$ cat src/rtl/dma_pkg.sv
// Shared types and constants for the DDR DMA read path.
package dma_pkg;

  localparam logic [2:0] APP_CMD_RD = 3'b001;
  localparam logic [2:0] APP_CMD_WR = 3'b000;

  // Channel index field sized for the largest supported channel count (32).
  localparam int CH_W = 5;

  typedef enum logic [1:0] {
    ST_IDLE  = 2'd0,
    ST_LOAD  = 2'd1,
    ST_ISSUE = 2'd2
  } rd_state_e;

  typedef struct packed {
    logic [CH_W-1:0] ch;
    logic            last;
  } rd_tag_t;

endpackage

$ cat src/rtl/rd_tag_fifo.sv
// Synchronous tag FIFO; its occupancy is the outstanding-read count.
module rd_tag_fifo
  import dma_pkg::*;
#(
  parameter int DEPTH = 32
) (
  input  logic                   clk,
  input  logic                   rst,
  input  logic                   push,
  input  rd_tag_t                wr_data,
  input  logic                   pop,
  output rd_tag_t                rd_data,
  output logic                   empty,
  output logic                   full,
  output logic [$clog2(DEPTH):0] count
);

  localparam int PTR_W = $clog2(DEPTH);

  rd_tag_t          mem_r [DEPTH];
  logic [PTR_W-1:0] wr_ptr_r;
  logic [PTR_W-1:0] rd_ptr_r;
  logic [PTR_W:0]   count_r;
  logic             push_ok_s;
  logic             pop_ok_s;

  assign push_ok_s = push && (count_r != (PTR_W+1)'(DEPTH));
  assign pop_ok_s  = pop && (count_r != (PTR_W+1)'(0));

  // Tag storage; contents are don't-care until written.
  always_ff @(posedge clk) begin
    if (push_ok_s) begin
      mem_r[wr_ptr_r] <= wr_data;
    end
  end

  // Pointers wrap naturally because DEPTH is a power of two.
  always_ff @(posedge clk) begin
    if (rst) begin
      wr_ptr_r <= '0;
      rd_ptr_r <= '0;
      count_r  <= '0;
    end else begin
      if (push_ok_s) begin
        wr_ptr_r <= wr_ptr_r + PTR_W'(1);
      end
      if (pop_ok_s) begin
        rd_ptr_r <= rd_ptr_r + PTR_W'(1);
      end
      case ({push_ok_s, pop_ok_s})
        2'b10:   count_r <= count_r + (PTR_W+1)'(1);
        2'b01:   count_r <= count_r - (PTR_W+1)'(1);
        default: count_r <= count_r;
      endcase
    end
  end

  assign rd_data = mem_r[rd_ptr_r];
  assign empty   = (count_r == (PTR_W+1)'(0));
  assign full    = (count_r == (PTR_W+1)'(DEPTH));
  assign count   = count_r;

endmodule

$ cat src/rtl/ddr_rd_arbiter.sv
// Round-robin read-request arbiter that issues one app read per beat and
// routes in-order read returns back to the owning channel.
module ddr_rd_arbiter
  import dma_pkg::*;
#(
  parameter int N_CH       = 16,
  parameter int ADDR_W     = 27,
  parameter int LEN_W      = 27,
  parameter int DATA_W     = 512,
  parameter int APP_ADDR_W = 30,
  parameter int ADDR_SHIFT = 3,
  parameter int MAX_OUT    = 32
) (
  input  logic                   clk,
  input  logic                   rst,
  input  logic                   init_calib_complete,
  input  logic [N_CH-1:0]        rd_req,
  input  logic [N_CH*ADDR_W-1:0] rd_start_addr,
  input  logic [N_CH*LEN_W-1:0]  rd_length,
  output logic [N_CH-1:0]        rd_ack,
  output logic [APP_ADDR_W-1:0]  app_addr,
  output logic [2:0]             app_cmd,
  output logic                   app_en,
  input  logic                   app_rdy,
  input  logic [DATA_W-1:0]      app_rd_data,
  input  logic                   app_rd_data_valid,
  output logic [DATA_W-1:0]      dout,
  output logic [N_CH-1:0]        dout_en,
  output logic                   dout_eop,
  output logic                   rd_underflow
);

  localparam int CNT_W = $clog2(MAX_OUT) + 1;
  localparam int EXT_W = ADDR_W + ADDR_SHIFT + APP_ADDR_W;

  function automatic logic [APP_ADDR_W-1:0] beat_to_app(input logic [ADDR_W-1:0] a);
    logic [EXT_W-1:0] ext;
    ext = EXT_W'(a) << ADDR_SHIFT;
    return ext[APP_ADDR_W-1:0];
  endfunction

  function automatic logic [N_CH-1:0] ch_onehot(input logic [CH_W-1:0] ch);
    logic [N_CH-1:0] one;
    one = {{(N_CH-1){1'b0}}, 1'b1};
    return one << ch;
  endfunction

  rd_state_e         state_r;
  rd_state_e         state_nxt_s;
  logic [CH_W-1:0]   rr_ptr_r;
  logic [CH_W-1:0]   cur_ch_r;
  logic [ADDR_W-1:0] cur_addr_r;
  logic [LEN_W-1:0]  remaining_r;

  logic [2*N_CH-1:0] req_dbl_s;
  logic [N_CH-1:0]   req_rot_s;
  logic [CH_W-1:0]   grant_off_s;
  logic [CH_W:0]     grant_sum_s;
  logic [CH_W-1:0]   grant_s;
  logic [ADDR_W-1:0] sel_addr_s;
  logic [LEN_W-1:0]  sel_len_s;
  logic              load_s;

  logic              push_s;
  logic              pop_s;
  logic              fifo_empty_s;
  logic              fifo_full_s;
  logic [CNT_W-1:0]  out_cnt_s;
  logic [CNT_W-1:0]  cnt_nxt_s;
  logic              credit_s;
  rd_tag_t           push_tag_s;
  rd_tag_t           pop_tag_s;

  // Rotate requests so the search starts at rr_ptr, then map back to a channel.
  always_comb begin
    req_dbl_s   = {rd_req, rd_req} >> rr_ptr_r;
    req_rot_s   = req_dbl_s[N_CH-1:0];
    grant_off_s = '0;
    for (int k = N_CH - 1; k >= 0; k--) begin
      if (req_rot_s[k]) begin
        grant_off_s = CH_W'(k);
      end else begin
        grant_off_s = grant_off_s;
      end
    end
    grant_sum_s = {1'b0, rr_ptr_r} + {1'b0, grant_off_s};
    if (grant_sum_s >= (CH_W+1)'(N_CH)) begin
      grant_s = CH_W'(grant_sum_s - (CH_W+1)'(N_CH));
    end else begin
      grant_s = grant_sum_s[CH_W-1:0];
    end
    sel_addr_s = '0;
    sel_len_s  = '0;
    for (int i = 0; i < N_CH; i++) begin
      if (grant_s == CH_W'(i)) begin
        sel_addr_s = rd_start_addr[i*ADDR_W +: ADDR_W];
        sel_len_s  = rd_length[i*LEN_W +: LEN_W];
      end else begin
        sel_addr_s = sel_addr_s;
        sel_len_s  = sel_len_s;
      end
    end
  end

  assign load_s     = (state_r == ST_IDLE) && init_calib_complete && (|rd_req);
  assign push_s     = app_en && app_rdy && !fifo_full_s;
  assign pop_s      = app_rd_data_valid && !fifo_empty_s;
  assign push_tag_s = '{ch: cur_ch_r, last: (remaining_r == LEN_W'(1))};

  // Occupancy after this edge decides whether another command may be offered.
  always_comb begin
    cnt_nxt_s = out_cnt_s;
    if (push_s && !pop_s) begin
      cnt_nxt_s = out_cnt_s + CNT_W'(1);
    end else if (pop_s && !push_s) begin
      cnt_nxt_s = out_cnt_s - CNT_W'(1);
    end else begin
      cnt_nxt_s = out_cnt_s;
    end
    credit_s = (cnt_nxt_s < CNT_W'(MAX_OUT));
  end

  // FSM state register.
  always_ff @(posedge clk) begin
    if (rst) begin
      state_r <= ST_IDLE;
    end else begin
      state_r <= state_nxt_s;
    end
  end

  // FSM next-state logic.
  always_comb begin
    state_nxt_s = state_r;
    case (state_r)
      ST_IDLE: begin
        if (load_s) begin
          state_nxt_s = ST_LOAD;
        end else begin
          state_nxt_s = ST_IDLE;
        end
      end
      ST_LOAD: begin
        if (remaining_r == LEN_W'(0)) begin
          state_nxt_s = ST_IDLE;
        end else begin
          state_nxt_s = ST_ISSUE;
        end
      end
      ST_ISSUE: begin
        if (push_s && (remaining_r == LEN_W'(1))) begin
          state_nxt_s = ST_IDLE;
        end else begin
          state_nxt_s = ST_ISSUE;
        end
      end
      default: state_nxt_s = ST_IDLE;
    endcase
  end

  // Grant capture and command issue; app_en/app_addr hold while the port stalls.
  always_ff @(posedge clk) begin
    if (rst) begin
      rr_ptr_r    <= '0;
      cur_ch_r    <= '0;
      cur_addr_r  <= '0;
      remaining_r <= '0;
      rd_ack      <= '0;
      app_en      <= 1'b0;
      app_addr    <= '0;
      app_cmd     <= APP_CMD_RD;
    end else begin
      rd_ack  <= '0;
      app_cmd <= APP_CMD_RD;
      case (state_r)
        ST_IDLE: begin
          app_en <= 1'b0;
          if (load_s) begin
            cur_ch_r    <= grant_s;
            cur_addr_r  <= sel_addr_s;
            remaining_r <= sel_len_s;
            rd_ack      <= ch_onehot(grant_s);
            rr_ptr_r    <= (grant_s == CH_W'(N_CH - 1)) ? '0 : grant_s + CH_W'(1);
          end
        end
        ST_LOAD: begin
          app_en   <= (remaining_r != LEN_W'(0)) && credit_s;
          app_addr <= beat_to_app(cur_addr_r);
        end
        ST_ISSUE: begin
          if (push_s) begin
            cur_addr_r  <= cur_addr_r + ADDR_W'(1);
            remaining_r <= remaining_r - LEN_W'(1);
            app_addr    <= beat_to_app(cur_addr_r + ADDR_W'(1));
            app_en      <= (remaining_r != LEN_W'(1)) && credit_s;
          end else if (!app_en) begin
            app_en <= credit_s;
          end else begin
            app_en <= app_en;
          end
        end
        default: app_en <= 1'b0;
      endcase
    end
  end

  // Return path: route each beat to the channel recorded in its tag.
  always_ff @(posedge clk) begin
    if (rst) begin
      dout         <= '0;
      dout_en      <= '0;
      dout_eop     <= 1'b0;
      rd_underflow <= 1'b0;
    end else begin
      if (pop_s) begin
        dout     <= app_rd_data;
        dout_en  <= ch_onehot(pop_tag_s.ch);
        dout_eop <= pop_tag_s.last;
      end else begin
        dout_en  <= '0;
        dout_eop <= 1'b0;
      end
      if (app_rd_data_valid && fifo_empty_s) begin
        rd_underflow <= 1'b1;
      end
    end
  end

  rd_tag_fifo #(
    .DEPTH(MAX_OUT)
  ) u_tag_fifo (
    .clk    (clk),
    .rst    (rst),
    .push   (push_s),
    .wr_data(push_tag_s),
    .pop    (pop_s),
    .rd_data(pop_tag_s),
    .empty  (fifo_empty_s),
    .full   (fifo_full_s),
    .count  (out_cnt_s)
  );

endmodule

$ cat config.mk
export PLATFORM = sky130hd
export DESIGN_NAME = ddr_rd_arbiter
export DESIGN_NICKNAME = d
export VERILOG_FILES = /design/src/rtl/dma_pkg.sv /design/src/rtl/rd_tag_fifo.sv /design/src/rtl/ddr_rd_arbiter.sv
export SDC_FILE = /design/constraint.sdc
export NUM_CORES = 2
export LEC_CHECK = 0
export CELL_PAD_IN_SITES_DETAIL_PLACEMENT = 1
export CELL_PAD_IN_SITES_GLOBAL_PLACEMENT = 2
export CORE_AREA = 2 2 776 778
export DETAILED_ROUTE_END_ITERATION = 12
export DIE_AREA = 0 0 778 780
export PLACE_DENSITY_LB_ADDON = 0.1
export SLEW_MARGIN = 20
export SYNTH_ARGS = -nofsm -noshare
export SYNTH_HDL_FRONTEND = slang
export SYNTH_SLANG_ARGS = --single-unit
$ cat constraint.sdc
create_clock -name clk -period 9 [get_ports clk]
set_clock_uncertainty 0.1 [all_clocks]
set_input_delay 1.8 -clock clk [delete_from_list [all_inputs] [get_ports clk]]
set_output_delay 1.8 -clock clk [all_outputs]
set_load 0.005 [all_outputs]
# Word-level counts from Yosys, hierarchy flattened

Memory sizes are Yosys's and may differ from the RTL's. A register that Yosys moved wholly into a read port is not among the register bits.
Index checks and enable logic that the tools add are counted.

Register bits: 659
Bits in writable memories: 192
Input bits: 1,397
Output and inout port bits: 580
Memories: 1

Memory list:

| memory           | depth | width | read ports | clocked after memory_dff | write ports | RTL line          | text |
|---|---|---|---|---|---|---|---|
| u_tag_fifo.mem_r | 32    | 6     | 1          | 1                        | 1           | rd_tag_fifo.sv:20 | `rd_tag_t mem_r [DEPTH];` |

$add $sub $neg: 9
Magnitude comparators: 2
Eq/ne operators: 25
Shifts and indexed selects: 3
Multiplexer cells: 72
Bitwise operators: 3
Reduce and logical (&&, ||, !) cells: 32

Operators by type and width:

| operator                | number |
|---|---|
| $mux W27                | 36 |
| $pmux W27 S2            | 2 |
| $mux W5                 | 17 |
| $pmux W30 S2            | 1 |
| $eq A5 B4 Y1 const B    | 8 |
| $shl A1 B5 Y16 const A  | 2 |
| $shr A32 B5 Y16         | 1 |
| $mux W30                | 1 |
| $add A27 B1 Y27 const B | 1 |
| $eq A27 B1 Y1 const B   | 1 |
| $logic_not A27 Y1       | 1 |
| $ne A27 B1 Y1 const B   | 1 |
| $reduce_bool A27 Y1     | 1 |
| $sub A27 B1 Y27 const B | 1 |
| $eq A5 B3 Y1 const B    | 4 |
| $reduce_or A16 Y1       | 1 |
| $add A5 B1 Y5 const B   | 3 |
| $logic_and A1 B1 Y1     | 13 |
| $mux W4                 | 3 |
| $mux W6                 | 2 |
| $pmux W6 S2             | 1 |
| $eq A5 B2 Y1 const B    | 2 |
| $add A5 B5 Y6           | 1 |
| $add A6 B1 Y6 const B   | 1 |
| other kinds (25)        | 41 |

# Depth between registers and ports, before layout

Depth after elaboration: 39
Mapped depth: 27

# Cells and area by module

Synthesis repeated with hierarchy kept, for this count alone.

Cells, all modules: 5,023
Area total of the unflattened synthesis: 41,897.7 sq um

Modules (own cells, without submodules):

| module         | instances | cells an instance | area each (sq um) | seq. area each (sq um) |
|---|---|---|---|---|
| ddr_rd_arbiter | 1         | 4,498             | 33,250.6          | 12,812.3 |
| rd_tag_fifo    | 1         | 525               | 8,647.0           | 6,185.9 |

# Worst setup path after synthesis

No wires, ideal clock.

Path type: in2reg
Start point: in rd_req[0]
End point: reg remaining_r[15]
Arrival: 6.810 ns
Data required time: 8.770 ns
Setup slack: 1.960 ns
Stages on the path: 22
Cells stage by stage: mux4_1 mux4_2 o2bb2ai_1 a21oi_1 o21ai_1 a2111oi_0 a2111oi_0 o21a_1 ha_1 fa_1 ha_1 clkbuf_1 clkinv_1 a21oi_1 or2_1 clkbuf_1 clkbuf_1 o2bb2ai_1 a221oi_1 o21ai_0 a21oi_1 o22ai_1

Word-level cells in the longest chain between the ends: 39

RTL lines:

| what                                          | RTL line                                   | text |
|---|---|---|
| from (decl)                                   | ddr_rd_arbiter.sv:17                       | `input logic [N_CH-1:0] rd_req,` |
| $shr A32 B5 Y16 (*)                           | ddr_rd_arbiter.sv:76                       | `req_dbl_s = {rd_req, rd_req} >> rr_ptr_r;` |
| $mux W4 (3 in a row)                          | ddr_rd_arbiter.sv:80                       | `if (req_rot_s[k]) begin` |
| $mux W5 (12 in a row)                         | ddr_rd_arbiter.sv:80                       |  |
| $mux W5 (*)                                   | ddr_rd_arbiter.sv:80                       |  |
| $add A5 B5 Y6 (*)                             | ddr_rd_arbiter.sv:86                       | `grant_sum_s = {1'b0, rr_ptr_r} + {1'b0, grant_off_s};` |
| $sub A5 B5 Y5 or $ge A6 B5 Y1 (tied branches) | ddr_rd_arbiter.sv:88, ddr_rd_arbiter.sv:87 |  |
| $mux W5 (*)                                   | ddr_rd_arbiter.sv:87                       | `if (grant_sum_s >= (CH_W+1)'(N_CH)) begin` |
| via grant_s[1]                                | ddr_rd_arbiter.sv:59                       | `logic [CH_W-1:0] grant_s;` |
| $logic_not A5 Y1                              | ddr_rd_arbiter.sv:95                       | `if (grant_s == CH_W'(i)) begin` |
| $mux W27 (15 in a row)                        | ddr_rd_arbiter.sv:95                       |  |
| $mux W27 (*)                                  | ddr_rd_arbiter.sv:95                       |  |
| $mux W27 (*)                                  | ddr_rd_arbiter.sv:178                      | `if (load_s) begin` |
| $pmux W27 S2 (*)                              | ddr_rd_arbiter.sv:175                      | `case (state_r)` |
| to (signal assigned)                          | ddr_rd_arbiter.sv:181                      | `remaining_r <= sel_len_s;` |
| to (signal assigned)                          | ddr_rd_arbiter.sv:193                      | `remaining_r <= remaining_r - LEN_W'(1);` |
| to (decl)                                     | ddr_rd_arbiter.sv:53                       | `logic [LEN_W-1:0] remaining_r;` |

Mark *: on every way through the listed nets, which the timed path passes. The rest lies on a longest branch. The select of a mux whose other input is x is not followed.
A chain may end at the register's enable or synchronous reset.

# Worst setup path after layout

Start point: in rd_req[0]
End point: reg remaining_r[14]

The elaborated chain is that of the path after synthesis.

==> results.txt <==
----------------------------------------------------
[Run status]
  Outcome ... finished clean

[Power and ir drop]
  Leakage component of the power ... 25.5 nW
  Maximum ir drop on the vdd rail ... 215 µV
  Power Dens Cells ... 370 mW/mm²

[Worst setup path]
  Crit path launch ... rd_req[0]
  Required time reported for the critical path endpoint ... approximately 9.6 ns
  Highest cell delay on the worst timing path ... around 0.66 ns
  Slowest library cell on the worst path ... sky130_fd_sc_hd__fa_1
  RR Startpoint ... rr_ptr_r[1]
  Destination of the critical timing path ... remaining_r[14]
  Critical-path maximum fanout ... 7
  Kind of start point of the critical path ... input port
  End of the worst register-to-register path ... remaining_r[14]
  Most prevalent standard cell on the critical path ... sky130_fd_sc_hd__buf_4
  Critical path depth in cells ... 26
  Endpoint arrival time on the critical path ... approximately 9.4 ns
  Crit path buffers/inverters ... 7
  Crit. End Element ... flip-flop
  Dominant delay contributor by cell family on the critical path ... compound AO/OA/AOI/OAI gates
  Minimum setup slack among reg-to-reg paths ... 0.43 ns
  Category of the most critical setup path ... input port to flip-flop
  Number of cells on the worst reg-to-reg path ... 26

[Place]
  Final estimated routing congestion in global placement ... 0.885
  Post-detail-place hpwl ... between 400000 and 500000 µm
  Input/output buffers ... 1970
  # placed instances ... 15091

[Timing]
  Sum of negative setup slack ... 0 ns
  Slew at the pin with the worst max-slew slack ... between 1 and 1.5 ns
  Final setup violation count ... 0
  Relative slew slack ... 13.5%
  Final hold violation count ... 0
  Post-route fraction of the period consumed by the critical path ... between 90% and 100%
  Achievable frequency ... 114 MHz
  Setup repair after global routing missed its margin ... false
  Total count of max-transition violations in the final report ... 0
  Crit path time final ... 8.81 ns

[Global routing]
  Antenna violations before repair ... about 480
  Remaining global-route overflow ... 0
  Global Route Usage Sum ... between 15 and 20%
  First-pass GRT wire length ... 663000 µm
  Pin count of the biggest net entering global routing ... 167
  Via count of the first global-routing pass ... 53988

[Logic synthesis]
  Total of warnings raised by yosys ... 0
  Number of synthesized flops with an enable pin ... 192
  Flip-flop and latch count after synthesis ... about 850
  Distinct cells, synth ... 105
  Share of the yosys chip area belonging to registers ... 45.1%
  Mean instance size in the synthesized netlist ... 8.43 µm²
  Commonest register cell after synthesis ... sky130_fd_sc_hd__dfxtp_1
  Number of instances in the synthesized netlist ... 4998
  Share of synthesized registers carrying an async set or reset ... 0%
  Combined area of all synthesized cells ... approximately 0.042 mm²

[Floorplan]
  Initial core utilization ... 7.03%
  # IOs ... 1977
  Core Rows ... 285
  Die outline area ... 0.607 mm²
  Core Region ... around 0.6 mm²
  Die Span X ... 778 µm
  Chip height ... 780 µm

[Finish]
  Total area of multi-input combinational cells ... 0.0215 mm²
  Share of final-layout standard cells stronger than drive strength 1 ... 12.2%
  Number of filler instances in the final layout ... between 70000 and 80000
  Number of nets in the final layout ... 8627
  Count of placed standard cells in the final layout, fillers left out ... 15417
  Most common cell after layout, fill and taps aside ... sky130_fd_sc_hd__clkdlybuf4s50_1
  Combined flip-flop and latch cell area ... 0.0190 mm²
  Commonest cells after routing, fill and taps aside ... 1969 x sky130_fd_sc_hd__clkdlybuf4s50_1, 1256 x sky130_fd_sc_hd__nand2_1, 708 x sky130_fd_sc_hd__a21oi_1
  Area grow syn2layout ... 89.3%

[Clock network]
  H-tree lvl count ... 4
  Skew-Pair Late Insertion Delay ... 0.86 ns
  Clk Tree Root Cell ... sky130_fd_sc_hd__clkbuf_16
  Post-CTS Resized ... 0
  Number of buffers created by CTS ... between 100 and 150
  Clock Sink Count ... 853
  Hold Buf Count CTS ... 0
  CTS tree ... yes
  Clock transition at the registers of the reported paths ... 0.05 ns
  Total setup buffers inserted after CTS ... 0
  Maximum count of clock buffers along a single path ... 4

[Flow run]
  Max Cap Viol ... 0

[Routing]
  Iteration-0 DRC count of the detailed router ... 3579
  Vias per Instance ... 3.41
  DR WL/cell ... around 35 µm
  Final routed DRC violation total ... 0
  Total number of vias ... ~53000
  First-pass iteration count of the detailed router ... 5
  Overall routed net length ... ~530000 µm
  Post-route antenna net violation count ... 0

[Worst hold path]
  Tightest Hold Check Type ... flip-flop to flip-flop

----------------------------------------------------
[tightest hold or removal path: stages (launching register included)]
cell                      delay (ns)
sky130_fd_sc_hd__dfxtp_1        0.30
sky130_fd_sc_hd__nand2_1        0.05
sky130_fd_sc_hd__a21oi_1        0.05
[where the power goes]
part / leakage [nW] / switching [W] / internal (W)
Sequential: 7.11 / 0.000704 / 0.00469
Clock: 2.29 / 0.00234 / 0.00346
Combinational: 16.1 / 0.0115 / 0.00680
Total: 25.5 / 0.0145 / 0.0150
[registers in the layout, summed over array words and instances (netlist names), 6 cells and up, named ones only]
name and flops:
dout_en 16, u_tag_fifo.mem_r 192, app_addr 27, remaining_r 27, u_tag_fifo.count 6, cur_addr_r 27, rd_ack 16, dout 512
[metal layers]
layer / track usage (%) / vias to the layer above / share of wire [%]
met1: 21.5 / 26421 / 43
met4: 2.94 / 80 / 2.3
met5: 0 / - / 0.094
met3: 5.93 / 915 / 8.9
li1: - / 22624 / -
met2: 27.5 / 2533 / 45
[how the worst min path moves through the flow]
stage	start	cells past startpoint	slack, ns	to
3_3_place_gp	dout[255]	2	0.34	dout[255]
6_report	dout[321]	2	0.35	dout[321]
2_1_floorplan	dout[0]	2	0.35	dout[0]
3_5_place_dp	dout[101]	2	0.35	dout[101]
5_1_grt	dout[285]	2	0.37	dout[285]
4_1_cts	dout[101]	2	0.35	dout[101]
[synth_stat cells (12+ instances only)]
library cell                count  area [µm²]
sky130_fd_sc_hd__buf_1         26        97.6
sky130_fd_sc_hd__edfxtp_1     192        5770
sky130_fd_sc_hd__clkbuf_1     280        1050
sky130_fd_sc_hd__buf_4         18         135
sky130_fd_sc_hd__o21ai_0      164         821
sky130_fd_sc_hd__ha_1          27         338
sky130_fd_sc_hd__nand3_1       72         360
sky130_fd_sc_hd__inv_1         28         105
sky130_fd_sc_hd__dfxtp_1      661       13200
sky130_fd_sc_hd__a2111oi_0     18         158
sky130_fd_sc_hd__nand2_1     1257        4720
sky130_fd_sc_hd__o22ai_1       69         432
sky130_fd_sc_hd__o221ai_1      54         473
sky130_fd_sc_hd__a211o_1       19         166
sky130_fd_sc_hd__mux4_2        81        1820
sky130_fd_sc_hd__nor4_1        21         131
sky130_fd_sc_hd__a221o_1       51         510
sky130_fd_sc_hd__nor2_1       346        1300
sky130_fd_sc_hd__mux2i_1       62         621
sky130_fd_sc_hd__a221oi_1      53         464
sky130_fd_sc_hd__a21o_1        17         128
sky130_fd_sc_hd__a22o_1        12         105
sky130_fd_sc_hd__xor2_1        30         263
sky130_fd_sc_hd__a31oi_1       25         156
sky130_fd_sc_hd__nor3_1        90         450
sky130_fd_sc_hd__a21oi_1      709        3550
sky130_fd_sc_hd__or3_1         18         113
sky130_fd_sc_hd__xnor2_1       17         149
sky130_fd_sc_hd__nand4_1       23         144
sky130_fd_sc_hd__o211ai_1      39         293
sky130_fd_sc_hd__and3_1        23         144
sky130_fd_sc_hd__a22oi_1       35         263
sky130_fd_sc_hd__buf_2         82         410
sky130_fd_sc_hd__o21a_1        13        97.6
sky130_fd_sc_hd__o2bb2ai_1     23         201
sky130_fd_sc_hd__o32ai_1       14         123
sky130_fd_sc_hd__nand2b_1      12        75.1
sky130_fd_sc_hd__a211oi_1      79         593
[per-stage QoR]
step / cell area, µm² / util [%] / hold WS [ns] / setup slack, ns / power, W
detailed placement: 74800 / 12.5 / 0.347 / -0.630 / 0.0240
floorplan: 42100 / - / 0.353 / 1.96 / 0.0116
CTS: 79500 / 13.3 / 0.355 / 0.278 / 0.0302
finish: 79700 / 13.3 / 0.350 / 0.191 / 0.0295
global route: 79600 / 13.3 / 0.366 / 0.0380 / 0.0310
global placement: 74800 / 12.5 / 0.343 / -1.24 / 0.0240
[final cells by class]
cell class,instances,share of cell area [%]
repair buffers,2468,30.3
multi-input cells,3701,27.0
flip-flops and latches,853,23.8
well taps,8036,12.6
clock buffers,208,5.20
clock inverters,45,0.708
diodes,73,0.229
inverters,33,0.168
[logic make-up after synthesis]
group	synth area share [%]
mux	6.16
flops	45.1
simple gates	18.9
buf+inv	4.56
xor+xnor	1.04
fa+ha+maj	0.849
compound gates	23.4
other cells	0.0178
Power figures use the tool's default switching activity.
